## config.mk

```make
export PLATFORM = sky130hd
export DESIGN_NAME = el2_ifu_ib_queue
export DESIGN_NICKNAME = d
export VERILOG_FILES = /design/src/rtl/el2_ifu_ib_queue.sv
export SDC_FILE = /design/constraint.sdc
export NUM_CORES = 1
export LEC_CHECK = 0
export ABC_AREA = 1
export CAP_MARGIN = 10
export CORE_ASPECT_RATIO = 1.75
export CORE_UTILIZATION = 40
export DETAILED_ROUTE_END_ITERATION = 10
export PLACE_DENSITY = 0.71
export SETUP_SLACK_MARGIN = 0.5
export SKIP_LAST_GASP = 1
export SYNTH_ARGS = -nofsm -noshare
export SYNTH_HDL_FRONTEND = slang
export SYNTH_SLANG_ARGS = --single-unit
export TNS_END_PERCENT = 50
```

## constraint.sdc

```tcl
create_clock -name clk -period 11.2 [get_ports clk]
set_input_delay 2.8 -clock clk [delete_from_list [all_inputs] [get_ports clk]]
set_output_delay 2.8 -clock clk [all_outputs]
set_load 0.01 [all_outputs]
```

## src/rtl/el2_ifu_ib_queue.sv

```systemverilog
// el2_ifu_ib_queue: DEPTH-entry circular queue of aligned i0 packets feeding decode.
// Optional macro IB_BYPASS_EN forwards an incoming packet to decode combinationally when the queue is empty.
module el2_ifu_ib_queue #(
   parameter int DEPTH = 4
) (
   input  logic                       clk,
   input  logic                       rst,
   input  logic                       exu_flush_final,
   input  logic                       ifu_i0_valid,
   input  logic [31:0]                ifu_i0_instr,
   input  logic [30:0]                ifu_i0_pc,
   input  logic                       ifu_i0_pc4,
   input  logic                       ifu_i0_icaf,
   input  logic [1:0]                 ifu_i0_icaf_type,
   input  logic                       ifu_i0_icaf_second,
   input  logic                       ifu_i0_dbecc,
   output logic                       ifu_ib_ready,
   output logic                       ib_i0_valid,
   output logic [31:0]                ib_i0_instr,
   output logic [30:0]                ib_i0_pc,
   output logic                       ib_i0_pc4,
   output logic                       ib_i0_icaf,
   output logic [1:0]                 ib_i0_icaf_type,
   output logic                       ib_i0_icaf_second,
   output logic                       ib_i0_dbecc,
   input  logic                       dec_ib_take,
   output logic [$clog2(DEPTH):0]     ib_count
);
   localparam int PW = $clog2(DEPTH);
   localparam int CW = PW + 1;
   localparam logic [CW-1:0] FULL = CW'(DEPTH);

   typedef struct packed {
      logic [31:0] instr;
      logic [30:0] pc;
      logic        pc4;
      logic        icaf;
      logic [1:0]  icaf_type;
      logic        icaf_second;
      logic        dbecc;
   } ib_pkt_t;

   ib_pkt_t       mem [DEPTH];
   ib_pkt_t       in_pkt;
   ib_pkt_t       head;
   logic [PW-1:0] rd_ptr;
   logic [PW-1:0] wr_ptr;
   logic [CW-1:0] count;
   logic          byp;
   logic          push;
   logic          pop;

   assign in_pkt = '{instr: ifu_i0_instr, pc: ifu_i0_pc, pc4: ifu_i0_pc4, icaf: ifu_i0_icaf,
                     icaf_type: ifu_i0_icaf_type, icaf_second: ifu_i0_icaf_second,
                     dbecc: ifu_i0_dbecc};

   assign ifu_ib_ready = (count != FULL);
   assign ib_count     = count;

`ifdef IB_BYPASS_EN
   // rst gate keeps the outputs at their reset values while reset is held
   assign byp         = !rst & (count == '0) & ifu_i0_valid & !exu_flush_final;
   assign ib_i0_valid = (count != '0) | byp;
   assign head        = byp ? in_pkt : mem[rd_ptr];
`else
   assign byp         = 1'b0;
   assign ib_i0_valid = (count != '0);
   assign head        = mem[rd_ptr];
`endif

   // A bypassed packet taken in the same cycle never enters storage
   assign push = ifu_i0_valid & ifu_ib_ready & !exu_flush_final & !(byp & dec_ib_take);
   assign pop  = dec_ib_take & (count != '0) & !exu_flush_final;

   always_ff @(posedge clk or posedge rst) begin
      if (rst) begin
         for (int i = 0; i < DEPTH; i++) mem[i] <= '0;
      end else if (push) begin
         mem[wr_ptr] <= in_pkt;
      end
   end

   always_ff @(posedge clk or posedge rst) begin
      if (rst) begin
         rd_ptr <= '0;
         wr_ptr <= '0;
         count  <= '0;
      end else if (exu_flush_final) begin
         rd_ptr <= '0;
         wr_ptr <= '0;
         count  <= '0;
      end else begin
         if (push) wr_ptr <= wr_ptr + PW'(1);
         if (pop)  rd_ptr <= rd_ptr + PW'(1);
         case ({push, pop})
            2'b10:   count <= count + CW'(1);
            2'b01:   count <= count - CW'(1);
            default: count <= count;
         endcase
      end
   end

   assign ib_i0_instr       = head.instr;
   assign ib_i0_pc          = head.pc;
   assign ib_i0_pc4         = head.pc4;
   assign ib_i0_icaf        = head.icaf;
   assign ib_i0_icaf_type   = head.icaf_type;
   assign ib_i0_icaf_second = head.icaf_second;
   assign ib_i0_dbecc       = head.dbecc;

endmodule

```

==> results.py <==
metrics = {
    "status": {
        "status": "completed",
    },
    "clocking": {
        "clkSinkCount": 283,
        "htree_num_levels": 1,
        "cts_buffer_depth": 3,
        "cts-root-buf": "clkbuf_16",
        "holdBufCountCts": 0,
        "clkTransAtPathRegs_ns": 0.06,
        "cts_buffers": 28,
        "ctsResizeCount": 0,
        "cts_tree": "done",
        "cts_setup_buffers": 0,
        "insertion_delay_ns": 0.55,
    },
    "layout": {
        "fill_cells": 3018,
        "finish.utilization_pct": 47.4,
        "area_growth_pct": 16.8,
        "nets": 1566,
        "drive_gt1_share_pct": 8.16,
        "diodes": 0,
    },
    "detailed_routing": {
        "dr.pass1.iters": 5,
        "via_per_inst": 5.21,
        "ant_nets": 0,
        "drc": 0,
        "wirelength_um": 30600,
        "dr.first_iter.drc_count": 562,
        "via_count": 9929,
        "wire_per_inst_um": 16.1,
    },
    "grt": {
        "grt_overflow": 0,
        "antenna_found_initial": 0,
        "grt_pass1_wl_um": 50300,
        "grt_max_degree": 145,
        "grtUsageTotal_pct": 19.4,
        "grt_pass1_vias": 9685,
    },
    "power": {
        "power-per-cell-area_nw_per_um2": 279,
        "worst_ir_drop_vdd_mv": 0.175,
        "leakage_nw": 6.96,
    },
    "yosys": {
        "ys_seq_elements": 283,
        "synth_area_leader_cell": "dfrtp_1",
        "synth_edf_count": 0,
        "synthTopCellsByArea": "dfrtp_1 (56%), nand2_1 (8.6%), o21ai_1 (7.2%), o21ai_0 (7.0%), buf_6 (4.6%)",
        "syn_inst": 1406,
        "synth_ff_type": "dfrtp_1",
        "yosysMostFrequentCell": "nand2_1",
        "async_reset_ff_share_pct": 100,
        "yosysSeqAreaShare_pct": 55.5,
        "syn-num-nets": 1485,
        "netlist_area_um2": 12800,
        "synth_top_cells_by_count": "nand2_1 (293), dfrtp_1 (283), o21ai_1 (183), o21ai_0 (178), nor2_1 (138)",
        "avgSynthCellArea_um2": 9.07,
        "synth.distinct_cells": 23,
        "yosys_warnings": 0,
        "synth_top_area_share_pct": 55.5,
    },
    "critical_path": {
        "cp-start-kind": "flip-flop",
        "cp.arrival_ns": 3.72,
        "crit_required_ns": 8.40,
        "cp_max_fo": 76,
        "endpoint_kind": "output pin",
        "crit_type": "reg2out",
    },
    "die": {
        "dieArea_um2": 32600,
        "chipHeight_um": 238,
        "die_w_um": 137,
        "start_util_pct": 40.6,
        "ioPinCount": 148,
        "fp-row-count": 86,
        "core_region_area_um2": 31400,
    },
    "placed_design": {
        "finalWeightedCongestion": 0.749,
        "dpl_worst_slack_ns": 5.22,
        "hpwl_um": 17700,
        "port_buffers": 147,
    },
    "sta": {
        "setup_viol": 0,
        "slew_headroom_pct": 29.8,
        "rsz0062_at_grt": "no",
        "worst_pin_slew_ns": 1.05,
        "hold_viol_final": 0,
        "fmax_ghz": 0.153,
        "tns_ns": 0,
        "postLayoutSetupSlackWorst_ns": 4.68,
        "final_max_slew_viol_count": 0,
        "skew_ns": 0.00765,
        "period_minus_slack_ns": 6.52,
        "min_period_over_period_pct": 58.2,
    },
    "run": {
        "max_cap_viol_count": 0,
    },
    "hold_path": {
        "hold_path_class": "reg2reg",
    },
}
==> registers in the layout, indices dropped and copies added, names as in the netlist <==
signal    count
wr_ptr        2
rd_ptr        2
ib_count      3
mem         276
==> layer usage <==
metal	vias to the layer above	share of wire, %	GRT usage, %
met5	-	0	0
met4	0	2.3	6.23
met3	41	4.2	2.38
met2	240	52	34.8
met1	4816	42	23.6
li1	4832	-	-
==> through the flow <==
stage / total power, mW / hold slack, ns / cell area (µm²) / instances
2_1_floorplan: 2.62 / 0.448 / 12800 / 1406
3_3_place_gp: 3.23 / 0.459 / 14000 / 1853
4_1_cts: 4.19 / 0.478 / 14900 / 1904
5_1_grt: 4.46 / 0.494 / 14900 / 1904
3_5_place_dp: 3.28 / 0.463 / 14000 / 1853
6_report: 4.15 / 0.475 / 14900 / 1904
==> cell families (layout without fill, tap and decap cells) <==
kind of cell    count (synthesis)  after routing  share of synthesized area (%)
compound gates                492            492                           21.7
xor+xnor                        1              1                         0.0687
fa+ha+maj                       5              5                          0.549
buf+inv                       183            285                           8.59
flops                         283            283                           55.5
simple gates                  442            442                           13.5
==> path summary, 6_finish.rpt <==
path                        startpoint        endpoint  slack, ns  cells past startpoint
max                          rd_ptr[0]  ib_i0_instr[1]       4.68                      5
min                           mem[173]        mem[173]       0.47                      2
max reg2reg                ib_count[0]        mem[204]       8.49                      7
min reg2reg                   mem[173]        mem[173]       0.47                      2
max in group asynchronous          rst        mem[113]       6.97                      3
min in group asynchronous          rst       wr_ptr[0]       2.82                      2
==> cells in the final DEF (no fill, tap or decap), types with 2 or more instances in the layout <==
master,n
ha_1,4
clkdlybuf4s50_1,147
dfrtp_1,281
clkinv_2,9
nor2_1,138
o21ai_2,58
o21ai_1,183
clkbuf_1,8
nand2_1,293
a21oi_1,3
nand2_4,5
inv_1,76
o22ai_1,69
nand3_1,2
clkbuf_16,29
o21ai_0,178
clkinv_4,2
clkbuf_8,2
buf_4,7
==> report_power, final <==
group,total (mW),internal [mW],switching [mW]
Clock,0.904,0.511,0.393
Combinational,1.53,0.730,0.798
Sequential,1.72,1.46,0.255
==> cell type report <==
cell class / count / area [µm²] / area share [%]
clock buffer: 39 / 783 / 5.26
clock inverter: 12 / 92.6 / 0.622
inverter: 79 / 307 / 2.06
multi-input combinational: 940 / 4590 / 30.8
sequential: 283 / 7090 / 47.6
tap: 396 / 495 / 3.33
timing repair buffer: 155 / 1540 / 10.4
==> critical path, cell delays in order (launching register included) <==
cell and delay (ns):
dfrtp_4 0.78, inv_4 0.60, buf_4 0.72, o21ai_0 0.19, o22ai_1 0.23, clkdlybuf4s50_1 0.58
Power figures use the tool's default switching activity.
==> edit 1: new RTL, config.mk and constraints unchanged <==
Reset style: synchronous (`rst`), changed in 2 clocked blocks.
--- a/src/rtl/el2_ifu_ib_queue.sv
+++ b/src/rtl/el2_ifu_ib_queue.sv
@@ -72,7 +72,7 @@
    assign push = ifu_i0_valid & ifu_ib_ready & !exu_flush_final & !(byp & dec_ib_take);
    assign pop  = dec_ib_take & (count != '0) & !exu_flush_final;
 
-   always_ff @(posedge clk or posedge rst) begin
+   always_ff @(posedge clk) begin
       if (rst) begin
          for (int i = 0; i < DEPTH; i++) mem[i] <= '0;
       end else if (push) begin
@@ -80,7 +80,7 @@
       end
    end
 
-   always_ff @(posedge clk or posedge rst) begin
+   always_ff @(posedge clk) begin
       if (rst) begin
          rd_ptr <= '0;
          wr_ptr <= '0;
Formal check against the unedited RTL: differs if rst is asserted again (counterexample within 4 cycles, from zero or initial values and one cycle with rst high); with rst held inactive, the same outputs for 4 cycles.
==> edit 1 against the original RTL <==
  * Sequential share of layout area is 10 points higher
  * Highest routed layer is now met5
  * Wire length decreased by 4.4%
  * Setup slack gained 330 ps
  * Final area decreased by 1.2%
  * Critical path type unchanged
  * Synthesized cell count fell by 21%
  * Synthesized area decreased by 5.1%
  * Sequential cell count up 2
Power is not compared: it rests on default switching activity, and its combinational part moved more than twofold at a synthesized area within 25%.
==> edit 1: results (changes against the original RTL) <==
| Metric | Value |
|---|---|
| 1st-pass router iterations | `5 (unchanged)` |
| FFs w/ async S/R, synth | `0% (-100 points)` |
| Hold endpoint | `ib_count[0]` |
| FF-to-FF Start | `wr_ptr[0]` |
| Mapped Cells | `1115 (-21%)` |
| Global-route wire length before repair | `44.69 mm (-11%)` |
| Mux cell area share after synthesis | `0% (unchanged)` |
| Placer Congestion | `0.7526 (+0.52%)` |
| Seq/Total Area, Yosys | `69.93% (+14 points)` |
| Clk_lat worst skew | `520 ps (-30 ps)` |
| Number of synthesized flops with an enable pin | `276 (+276)` |
| Tot GR Track Use | `18.84% (-0.51 points)` |
| Most common library cells after synthesis | `nor2_1, edfxtp_1, o21ai_0` |
| Hold Crit Start | `ib_count[0]` |
| Slew of the pin with the lowest slew margin | `1141 ps (+87.49 ps)` |
| Ys Warns | `0 (unchanged)` |
| R2R cell count | `3 (-4)` |
| Reg2reg setup slack | `8160 ps (-330 ps)` |
| Num CTS Buffers | `25 (-11%)` |
| Post-Synth XOR/XNOR Area | `0% (-0.069 points)` |
| Post-synthesis compound-gate area fraction | `9.640% (-12 points)` |
| Largest net degree at the start of global routing | `97 (-33%)` |
| DRT iter0 DRCs | `600 (+6.8%)` |
| Outcome | `finished, final reports clean` |
| Worst path arrival time | `3380 ps (-340 ps)` |
| Worst Clk Skew | `13.72 ps (+6.071 ps)` |
| Adder-cell share of the synthesized area | `0.2687% (-0.28 points)` |
| Primary FF master, synth | `edfxtp_1` |
| Nets@finish | `1302 (-17%)` |
| Share of cells above drive strength 1 | `5.717% (-2.4 points)` |
| Reg2reg end | `mem[1][12]` |
| Largest Register | `mem` |
| Post-DP HPWL | `17.38 mm (-1.9%)` |
| Finished Layout Cells | `1624 (-15%)` |
| Via density | `5.197 (-0.34%)` |
| Initial antenna violation count | `1 (+1)` |
| H-tree depth | `1 (unchanged)` |
| WHS | `499.8 ps (+25.02 ps)` |
| Max reg flops | `276 (unchanged)` |
| Post-Syn Nets | `1191 (-20%)` |
| # fillers | `2611 (-13%)` |
| Cts repair resizes | `0 (unchanged)` |
| Worst hold stages | `1 (-1)` |
| Worst-path maximum fanout | `96 (+26%)` |
| Avg WL per Cell | `18.03 µm (+12%)` |
| Number of global-route vias before repair | `8416 (-13%)` |
| Setup CP Type | `reg -> out` |
| CTS root buf | `clkbuf_16` |
| Clock transition at the registers of the reported paths | `70 ps` |
| CTS Buffer Depth | `3 (unchanged)` |
| Synth area leaders | `edfxtp_1, nor2_1, o21ai_0` |
==> edit 1: cell types whose count changed in the layout (fill, tap and decap cells not counted), sizes merged, moves of 2 or more <==
cell / before / now
clkinv: 11 / 8
clkbuf: 39 / 29
inv: 79 / 88
nand2: 299 / 89
bufinv: 1 / 4
dfxtp: 0 / 9
edfxtp: 0 / 276
o21ai: 419 / 143
buf: 8 / 10
ha: 4 / 1
dfrtp: 283 / 0
nor2: 140 / 358
==> edit 1: final cells by class <==
cell class / instances / share of cell area, %
repair buffers: 157 / 10.65
multi-input cells: 670 / 20.72
flip-flops and latches: 285 / 57.59
well taps: 382 / 3.249
clock buffers: 29 / 4.354
clock inverters: 14 / 1.199
inverters: 87 / 2.237
==> edit 1: through the flow <==
stage	setup slack, ps	area (µm²)
floorplan	2656	12110
global placement	5531	13870
detailed placement	5504	13870
CTS	4981	14680
global route	4776	14710
finish	5017	14710
==> edit 1: how the worst max path moves through the flow <==
stage                    startpoint            to  slack (ps)  cells after the start
CTS                            flop  ib_i0_pc[21]        4980                      5
global route                   flop  ib_i0_pc[26]        4780                      5
detailed placement  exu_flush_final    mem[2][26]        5500                      5
floorplan              ifu_i0_valid     mem[0][0]        2660                      4
finish                         flop  ib_i0_pc[21]        5020                      5
global placement               flop  ib_i0_pc[21]        5530                      5
==> edit 1: cell families after synthesis <==
group                    count (synthesis)
AO/OA/AOI/OAI                          216
adder cells (fa/ha/maj)                  2
buffers and inverters                  160
flip-flops                             285
AND/OR/NAND/NOR                        452
==> edit 1: where the power goes <==
part	internal [µW]	switching, µW
Sequential	1220	13.3
Clock	502	369
Combinational	73.4	96.2
Total	1790	478
==> edit 1: layer usage <==
metal,vias up,track usage (%),part of all wire (%)
met5,-,0,0.041
met4,2,9.268,3.9
met3,56,2.401,5.3
met2,290,35.11,54
met1,4093,20.85,36
li1,3999,-,-
==> edit 1: critical path, cell delays in order (launching register included) <==
cell and delay [ps]:
dfxtp_4 500, inv_4 390, buf_4 810, o21ai_0 160
o22ai_1 360, clkdlybuf4s50_1 610
==> edit 2: new RTL, same settings <==
Without the edit above. The parameter `DEPTH` goes from 4 to 8.
--- a/src/rtl/el2_ifu_ib_queue.sv
+++ b/src/rtl/el2_ifu_ib_queue.sv
@@ -1,7 +1,7 @@
 // el2_ifu_ib_queue: DEPTH-entry circular queue of aligned i0 packets feeding decode.
 // Optional macro IB_BYPASS_EN forwards an incoming packet to decode combinationally when the queue is empty.
 module el2_ifu_ib_queue #(
-   parameter int DEPTH = 4
+   parameter int DEPTH = 8
 ) (
    input  logic                       clk,
    input  logic                       rst,
Ports: changed (resized ib_count); port bits go from 148 to 149. The function was not compared with the original's and may differ.
==> edit 2 against the original RTL <==
  * Sequential cell count rose by 279
  * Wire length grew 130%
  * Core utilization shrank 2.3 points
  * Setup slack got worse by 1000 ps
  * Final area grew 95%
  * Global-route usage rose by 1.8 points
  * Power rose by 66%
  * Synthesized area increased by 100%
  * Critical endpoint is now ib_i0_instr[29]
==> edit 2: results (changes against the original RTL) <==
| Metric | Value |
|---|---|
| Clk_lat worst skew | `610 ps (+60 ps)` |
| Initial antenna violation count | `1 (+1)` |
| Worst-path maximum fanout | `85 (+12%)` |
| Outcome | `finished, final reports clean` |
| Post-DP HPWL | `37.80 mm (+110%)` |
| Avg WL per Cell | `17.85 µm (+11%)` |
| Seq/Total Area, Yosys | `53.90% (-1.6 points)` |
| Most common library cells after synthesis | `nand2_1, dfrtp_1, o21ai_0` |
| Worst Clk Skew | `23.92 ps (+16.27 ps)` |
| Lkg Pwr | `0.01338 µW (+92%)` |
| Number of global-route vias before repair | `20350 (+110%)` |
| Global-route wire length before repair | `112.6 mm (+120%)` |
| Slew of the pin with the lowest slew margin | `1155 ps (+101.5 ps)` |
| Pre-CTS setup slack | `4337 ps (-881.6 ps)` |
| Num CTS Buffers | `54 (+93%)` |
| Post-Syn Nets | `3082 (+110%)` |
| Worst VDD drop | `155.4 µV (-11%)` |
| 1st-pass router iterations | `6 (+1)` |
| WL final | `68.93 mm (+130%)` |
| PortBufs | `148 (+0.68%)` |
| Mapped Cells | `3003 (+110%)` |
| Worst path arrival time | `4740 ps (+1020 ps)` |
| Share of cells above drive strength 1 | `9.443% (+1.3 points)` |
| Max reg flops | `552 (+100%)` |
| # fillers | `6293 (+110%)` |
| Post-synthesis compound-gate area fraction | `21.42% (-0.32 points)` |
[edit 2: logic make-up (layout without fill, tap and decap cells)]
family,Yosys count,count (layout)
buffers and inverters,308,355
and+or+nand+nor,1148,1148
xor gates and xnor gates,1,1
AOI/OAI and AO/OA,979,979
DFF,562,562
adders and majority gates,5,5
[edit 2: final cells by class]
type                            instances  area share [%]
Clock buffer                           83           5.583
Clock inverter                         12          0.4695
Inverter                               83           1.120
Multi-Input combinational cell       2133           34.94
Sequential cell                       562           48.45
Tap cell                              812           3.498
Timing Repair Buffer                  177           5.936
[edit 2: critical path, stage by stage, from the launching register on]
cell and delay, ps:
dfrtp_4 950, buf_4 880, buf_4 680, nor2_1 80, nor2_1 90, o21ai_0 90, a31oi_1 620, clkdlybuf4s50_1 670
[edit 2: final timing paths]
kind	cells past startpoint	slack, ps	startpoint	end
max	7	3660	rd_ptr[0]	ib_i0_instr[29]
min	2	470	mem[452]	mem[452]
max reg2reg	9	7870	ib_count[1]	mem[441]
min reg2reg	2	470	mem[452]	mem[452]
max in group asynchronous	5	6500	rst	rd_ptr[1]
min in group asynchronous	3	2780	rst	mem[439]
[edit 2: stage by stage]
step | hold slack, ps | utilization (%)
6_report | 473.8 | 45.15
5_1_grt | 490.1 | 45.15
4_1_cts | 476.8 | 45.15
3_5_place_dp | 462.0 | 42.42
3_3_place_gp | 458.2 | 42.42
2_1_floorplan | 447.8 | -
[edit 2: power breakdown]
| group | leakage, µW | switching, µW | internal [µW] |
|---|---|---|---|
| combinational | 0.00502 | 1290 | 930 |
| sequential | 0.00749 | 305 | 2530 |
| clock | 0.000869 | 789 | 1040 |
[edit 2: per-layer routing]
| metal | vias up | track usage (%) | part of all wire, % |
|---|---|---|---|
| li1 | 9926 | - | - |
| met1 | 9913 | 26.30 | 42 |
| met2 | 492 | 37.70 | 51 |
| met3 | 114 | 2.804 | 4.7 |
| met4 | 2 | 6.841 | 2.7 |
| met5 | - | 0 | 0.019 |
